[config.mk]
export PLATFORM = sky130hd
export DESIGN_NAME = mem_arbiter
export DESIGN_NICKNAME = d
export VERILOG_FILES = /design/src/rtl/mem_arbiter.sv
export SDC_FILE = /design/constraint.sdc
export NUM_CORES = 1
export LEC_CHECK = 0
export CAP_MARGIN = 10
export CELL_PAD_IN_SITES_DETAIL_PLACEMENT = 1
export CELL_PAD_IN_SITES_GLOBAL_PLACEMENT = 2
export CORE_MARGIN = 8
export CORE_UTILIZATION = 21
export CTS_CLUSTER_DIAMETER = 150
export DETAILED_ROUTE_END_ITERATION = 8
export PLACE_DENSITY_LB_ADDON = 0.12
export SETUP_SLACK_MARGIN = 0.2
export SLEW_MARGIN = 30
export SYNTH_ARGS = -nofsm -noshare
export SYNTH_HDL_FRONTEND = slang
export SYNTH_SLANG_ARGS = --single-unit
[constraint.sdc]
create_clock -name clk -period 3.2 [get_ports clk]
set_input_delay 0.32 -clock clk [delete_from_list [all_inputs] [get_ports clk]]
set_output_delay 0.32 -clock clk [all_outputs]
set_load 0.01 [all_outputs]
[src/rtl/mem_arbiter.sv]
// Two-requester arbiter (instruction fetch and data) in front of one shared
// memory port. One access is in flight at a time. Data accesses normally win
// a collision, but a fetch that has waited through MAX_D_STREAK data grants
// is given the next slot.
//
// Handshake: a requester holds its req high; it is sampled only in IDLE. The
// granted access is presented on mem_* with mem_req_o=1 until mem_ack_i=1.
// In that cycle the requester's valid_o pulses combinationally, the read data
// is mem_rdata_i, and the arbiter returns to IDLE on the next edge.
module mem_arbiter #(
    parameter int ADDR_WIDTH   = 32,
    parameter int DAT_WIDTH    = 32,
    parameter int MAX_D_STREAK = 4
) (
    input  logic                  clk,
    input  logic                  rst_n,
    input  logic                  if_req_i,
    input  logic [ADDR_WIDTH-1:0] if_addr_i,
    output logic [DAT_WIDTH-1:0]  if_rdata_o,
    output logic                  if_valid_o,
    input  logic                  dm_req_i,
    input  logic                  dm_we_i,
    input  logic [ADDR_WIDTH-1:0] dm_addr_i,
    input  logic [DAT_WIDTH-1:0]  dm_wdata_i,
    output logic [DAT_WIDTH-1:0]  dm_rdata_o,
    output logic                  dm_valid_o,
    output logic                  mem_req_o,
    output logic                  mem_we_o,
    output logic [ADDR_WIDTH-1:0] mem_addr_o,
    output logic [DAT_WIDTH-1:0]  mem_wdata_o,
    input  logic [DAT_WIDTH-1:0]  mem_rdata_i,
    input  logic                  mem_ack_i,
    output logic                  stall_o
);

    typedef enum logic [1:0] {IDLE, I_BUSY, D_BUSY} state_t;

    localparam logic [2:0] MAX_S = 3'(MAX_D_STREAK);

    state_t                state, state_nxt;
    logic [2:0]            streak, streak_nxt;
    logic [ADDR_WIDTH-1:0] addr_q, addr_nxt;
    logic                  we_q, we_nxt;
    logic [DAT_WIDTH-1:0]  wdata_q, wdata_nxt;

    // State, streak counter and latched access registers.
    always_ff @(posedge clk or negedge rst_n) begin
        if (!rst_n) begin
            state   <= IDLE;
            streak  <= '0;
            addr_q  <= '0;
            we_q    <= 1'b0;
            wdata_q <= '0;
        end else begin
            state   <= state_nxt;
            streak  <= streak_nxt;
            addr_q  <= addr_nxt;
            we_q    <= we_nxt;
            wdata_q <= wdata_nxt;
        end
    end

    // Arbitration in IDLE, completion detection in the busy states.
    always_comb begin
        state_nxt  = state;
        streak_nxt = streak;
        addr_nxt   = addr_q;
        we_nxt     = we_q;
        wdata_nxt  = wdata_q;
        if_valid_o = 1'b0;
        dm_valid_o = 1'b0;
        case (state)
            IDLE: begin
                // A waiting fetch preempts data only once the streak is full.
                if (dm_req_i && !(if_req_i && streak == MAX_S)) begin
                    state_nxt = D_BUSY;
                    addr_nxt  = dm_addr_i;
                    we_nxt    = dm_we_i;
                    wdata_nxt = dm_wdata_i;
                    if (if_req_i) begin
                        streak_nxt = (streak >= MAX_S) ? MAX_S : streak + 3'd1;
                    end else begin
                        streak_nxt = '0;
                    end
                end else if (if_req_i) begin
                    state_nxt  = I_BUSY;
                    addr_nxt   = if_addr_i;
                    we_nxt     = 1'b0;
                    streak_nxt = '0;
                end
            end
            I_BUSY: begin
                if (mem_ack_i) begin
                    if_valid_o = 1'b1;
                    state_nxt  = IDLE;
                end
            end
            D_BUSY: begin
                if (mem_ack_i) begin
                    dm_valid_o = 1'b1;
                    state_nxt  = IDLE;
                end
            end
            default: state_nxt = IDLE;
        endcase
    end

    assign mem_req_o   = (state != IDLE);
    assign mem_we_o    = we_q;
    assign mem_addr_o  = addr_q;
    assign mem_wdata_o = wdata_q;
    assign if_rdata_o  = mem_rdata_i;
    assign dm_rdata_o  = mem_rdata_i;
    assign stall_o     = (if_req_i & ~if_valid_o) | (dm_req_i & ~dm_valid_o);

endmodule
# Yosys cells after proc, flatten, opt, wreduce, memory -nomap -nowiden
# Cells that the tools add are included.
# W data, S select, Z words.
dict set report totals {
  ff_bits 70
  in_bits 134
  out_inout_bits 133
  word_cells 42
}
dict set report classes {
  addsub 1
  order_cmp 1
  eq_ne 5
  muxes 15
  bitwise 5
  n_reduce_logical 10
}
# operator count
set op_table {}
lappend op_table {{$mux W32} 2}
lappend op_table {{$mux W3} 4}
lappend op_table {{$mux W2} 3}
lappend op_table {{$reduce_and A2 Y1} 3}
lappend op_table {{$mux W1} 5}
lappend op_table {{$pmux W2 S2} 1}
lappend op_table {{$reduce_bool A2 Y1} 2}
lappend op_table {{$add A3 B1 Y3 const B} 1}
lappend op_table {{$eq A3 B3 Y1 const B} 1}
lappend op_table {{$ge A3 B3 Y1 const B} 1}
lappend op_table {{$ne A3 B3 Y1 const B} 1}
lappend op_table {{$and A1 B1 Y1} 2}
lappend op_table {{$eq A2 B1 Y1 const B} 1}
lappend op_table {{$eq A2 B2 Y1 const B} 1}
lappend op_table {{$logic_and A1 B1 Y1} 2}
lappend op_table {{$logic_not A2 Y1} 1}
lappend op_table {{$ne A2 B1 Y1 const B} 1}
lappend op_table {{$not A1 Y1} 2}
lappend op_table {{$reduce_or A2 Y1} 1}
lappend op_table {{$logic_not A1 Y1} 1}
lappend op_table {{$or A1 B1 Y1} 1}

# Logic depth before layout (Yosys ltp)
dict set report depth {
  ltp_word 6
  depth_mapped 8
  ltp_nobuf 5
}

# Worst setup path after synthesis
# OpenSTA, ideal clock, no wires.
dict set report synth_path {
  kind {reg-to-reg}
  from {reg state[0]}
  to {reg wdata_q[0] (netlist: mem_wdata_o[0])}
  setup_ns 0.125
  arrival_ns 1.495
  t_required_ns 3.075
  slack_ns 1.579
  stages_incl_launch_ff 8
  path_buffers 3
  period_less_slack_ns 1.621
  path_cell_list {dfrtp_1 inv_1 ha_1 buf_2 and3_1 buf_6 buf_6 mux2_4}
}
dict set report synth_between {
  elab_chain_cells 2
}
# element line_no
set synth_lines {}
lappend synth_lines {{from (decl)} 40} ;# state_t state, state_nxt;
lappend synth_lines {{from (signal assigned)} 55} ;# state <= state_nxt;
lappend synth_lines {{$logic_not A2 Y1} 72} ;# case (state)
lappend synth_lines {{$reduce_and A2 Y1 (no line)} n/a}
lappend synth_lines {{to (signal assigned)} 59} ;# wdata_q <= wdata_nxt;
lappend synth_lines {{to (decl)} 44} ;# logic [DAT_WIDTH-1:0] wdata_q, wdata_nxt;
# No other way between the ends.
# A chain may end at the register's enable or synchronous reset.

# Worst setup path in the final report
# Same ends and word-level chain as after synthesis.

==> flow_metrics.env <==
export IMPL_internal_power_w=0.003400
export IMPL_area_delta_synth_final_pct=46.26
export IMPL_rr_worst_depth=5
export IMPL_relSlewSlack_pct=52.43
export IMPL_die_area_um2=22460
export IMPL_powerDensity_nw_per_um2=945.6
export IMPL_place_congestion=0.6876
export IMPL_tritoncts="done"
export IMPL_cts_root_buffer="clkbuf_16"
export IMPL_cp_slowest_stage_delay_ns=0.54
export IMPL_r2r_slack_ns=0.91
export IMPL_cts_hold_buf=0
export IMPL_drt_wl_total_mm=13.17
export IMPL_syn_inst=353
export IMPL_die_h_um=149.9
export IMPL_synth_area_mux_share_pct=13.07
export IMPL_synthAdderAreaFrac_pct=1.663
export IMPL_nets=591
export IMPL_wl_per_cell_um=19.20
export IMPL_drtPass1Iterations=4
export IMPL_violations="hold timing"
export IMPL_tightest_slew_ns=0.7136
export IMPL_end_kind="flop"
export IMPL_critPathKind="flop to flop"
export IMPL_whs_ns=-0.006732
export IMPL_finalSetupViolCount=0
export IMPL_p_clk_share_pct=19.0
export IMPL_crit_chain="inv_1 -> ha_2 -> and3_2 -> buf_4 -> mux2_4"
export IMPL_synth_warnings=0
export IMPL_critPathTopFamily="simple AND/OR/NAND/NOR gates"
export IMPL_maxSlewViolCount=0
export IMPL_crit_buf_inv=2
export IMPL_p_switching_w=0.001803
export IMPL_crit_fanout=19
export IMPL_grt_overflow_total=0
export IMPL_drcViolationCount=0
export IMPL_rows=49
export IMPL_seqPwrFrac_pct=30.5
export IMPL_period_needed_ns=2.293
export IMPL_final_common_cell="clkdlybuf4s50_1"
export IMPL_post_synth_cell_area_avg_um2=10.66
export IMPL_outcome="finished, violations left"
export IMPL_crit_arrival_ns=2.51
export IMPL_synth_seq_cells=70
export IMPL_p_leak_nw=2.242
export IMPL_max_cap_viol_count=0
export IMPL_final_cell_mix="168 x clkdlybuf4s50_1, 70 x dfrtp_1, 65 x nand2_1"
export IMPL_synth_simple_gate_area_share_pct=13.54
export IMPL_clk_pin_slew_worst_paths_ns=0.06
export IMPL_clkSinkCount=70
export IMPL_ctsResizeCount=0
export IMPL_synth_top_family_by_area="buffers and inverters"
export IMPL_cpMaxStageDelayCell="and3_2"
export IMPL_seq_area_frac_synth_pct=46.56
export IMPL_synthXorXnorAreaFrac_pct=0
export IMPL_fin_crit_sh_pct=71.67
export IMPL_final_layout_size_suffix_gt1_share_pct=13.79
export IMPL_hp_class="input pin to async pin"
export IMPL_routed_via_density=4.273
export IMPL_crit_path_start_kind="flop"
export IMPL_core_area_um2=17780
export IMPL_netlist_cell_type_count=26
export IMPL_p_total_w=0.005204
export IMPL_hold_viol_final=1
export IMPL_rsz0062_at_grt="no"
export IMPL_setup_tns_ns=0
export IMPL_start_util_pct=21.16
export IMPL_combPwrFrac_pct=50.4
export IMPL_fmax_mhz=436.0
export IMPL_vias=2931
export IMPL_die_x_um=149.9
export IMPL_required_ns=3.41
export IMPL_synthesis_area_um2=3762
export IMPL_grt_pass1_wl_mm=20.32
export IMPL_grt_pass1_vias=3357
export IMPL_grt_antenna_before_repair=0
export IMPL_worstReg2RegEnd="mem_wdata_o[0]$_DFFE_PN0P_"
export IMPL_num_io_pins=267
export IMPL_synth_compound_area_share_pct=8.015
export IMPL_io_buffers=170
export IMPL_finClkSkew_ns=0.007970
export IMPL_grt_max_degree=71
export IMPL_clkLatencyLatePin_ns=0.33
export IMPL_clockBufferDepth=2
export IMPL_htreeDepth=3
export IMPL_synth_nets=492
export IMPL_post_cts_buffers=0
export IMPL_antennaDiodeCount=0
export IMPL_worstReg2RegStart="state[0]$_DFFE_PN0P_"
export IMPL_antenna_left=0
export IMPL_cts_inserted_buffers=9
export IMPL_sw_frac_of_total_pct=34.66
export IMPL_ir_worst_vdd_mv=0.2832
export IMPL_first_iter_violations=101
export IMPL_hpwl_mm=9.246
export IMPL_grt_usage_pct=11.84
worst register-to-register path, delay by kind of cell, from the launching register on:
kind / cells / cell delay (ns)
muxes: 1 / 0.33
adders and majority gates: 1 / 0.49
and+or+nand+nor: 1 / 0.55
DFF: 1 / 0.38
buffers and inverters: 2 / 0.44
through the flow:
| step | util, % | worst slack, ns | instances | cell area (µm²) | hold slack, ns |
|---|---|---|---|---|---|
| floorplan | - | 1.579 | 353 | 3762 | 0.02441 |
| global placement | 29.29 | 0.7989 | 670 | 5207 | 0.4661 |
| detailed placement | 29.31 | 0.7399 | 670 | 5211 | 0.4063 |
| CTS | 30.95 | 0.8268 | 686 | 5503 | 0.03894 |
| global route | 30.95 | 0.7481 | 686 | 5503 | 0.06744 |
| finish | 30.95 | 0.9065 | 686 | 5503 | -0.006732 |
per-layer routing:
metal / wire length, µm / global-route usage, % / up-vias
li1: - / - / 1354
met1: 5891 / 14.79 / 1438
met2: 5866 / 17.86 / 122
met3: 1276 / 5.110 / 17
met4: 138 / 4.098 / 0
met5: 0 / 0 / -
area by class of cell:
cell class / count / area (µm²)
repair buffers: 178 / 1770
clock buffers: 10 / 229.0
fillers: 1968 / 12280
multi-input cells: 186 / 1376
inverters: 7 / 26.28
well taps: 229 / 286.5
clock inverters: 6 / 62.56
flip-flops and latches: 70 / 1752
cells in the mapped netlist (all sizes together):
master  instances  area (µm²)
and2            3       18.77
and3            1       6.260
o22ai           1       6.260
o21a            1       7.510
clkbuf         13       48.80
nor4            1       6.260
nand4          32       200.2
mux2           34       491.7
inv             7       26.28
nor2b           1       6.260
buf            77       570.5
a22o            1       8.760
ha              5       62.56
nand2          65       244.0
o32ai           1       8.760
o211ai         32       240.2
nand3           3       27.53
a31oi           1       6.260
dfrtp          70        1752
o21ai           2       13.76
a21oi           2       10.01
cell families after synthesis:
family                     count (synthesis)
adders and majority gates                  5
muxes                                     34
buffers and inverters                     97
AOI/OAI and AO/OA                         41
and+or+nand+nor                          106
DFF                                       70
power groups by stage:
stage          sequential [W]  clock [W]  combinational [W]
3_3_place_gp          0.00160          0            0.00267
3_5_place_dp          0.00160          0            0.00270
4_1_cts               0.00160    0.00104            0.00271
2_1_floorplan         0.00177          0            0.00120
6_report              0.00159   0.000991            0.00263
5_1_grt               0.00166    0.00107            0.00288
registers in the layout, indices dropped and copies added (netlist names):
signal and count:
mem_addr_o 32, mem_wdata_o 32, state 2, streak 3, mem_we_o 1
worst max-delay path by stage:
stage,start,slack (ns),cells past startpoint,endpoint
finish,state[0]$_DFFE_PN0P_,0.91,5,mem_wdata_o[0]$_DFFE_PN0P_
global placement,if_req_i,0.80,5,mem_wdata_o[5]$_DFFE_PN0P_
detailed placement,if_req_i,0.74,5,mem_wdata_o[0]$_DFFE_PN0P_
global route,state[0]$_DFFE_PN0P_,0.75,5,mem_wdata_o[22]$_DFFE_PN0P_
floorplan,state[0]$_DFFE_PN0P_,1.58,7,mem_wdata_o[0]$_DFFE_PN0P_
CTS,state[0]$_DFFE_PN0P_,0.83,5,mem_wdata_o[0]$_DFFE_PN0P_
Power figures use the tool's default switching activity.
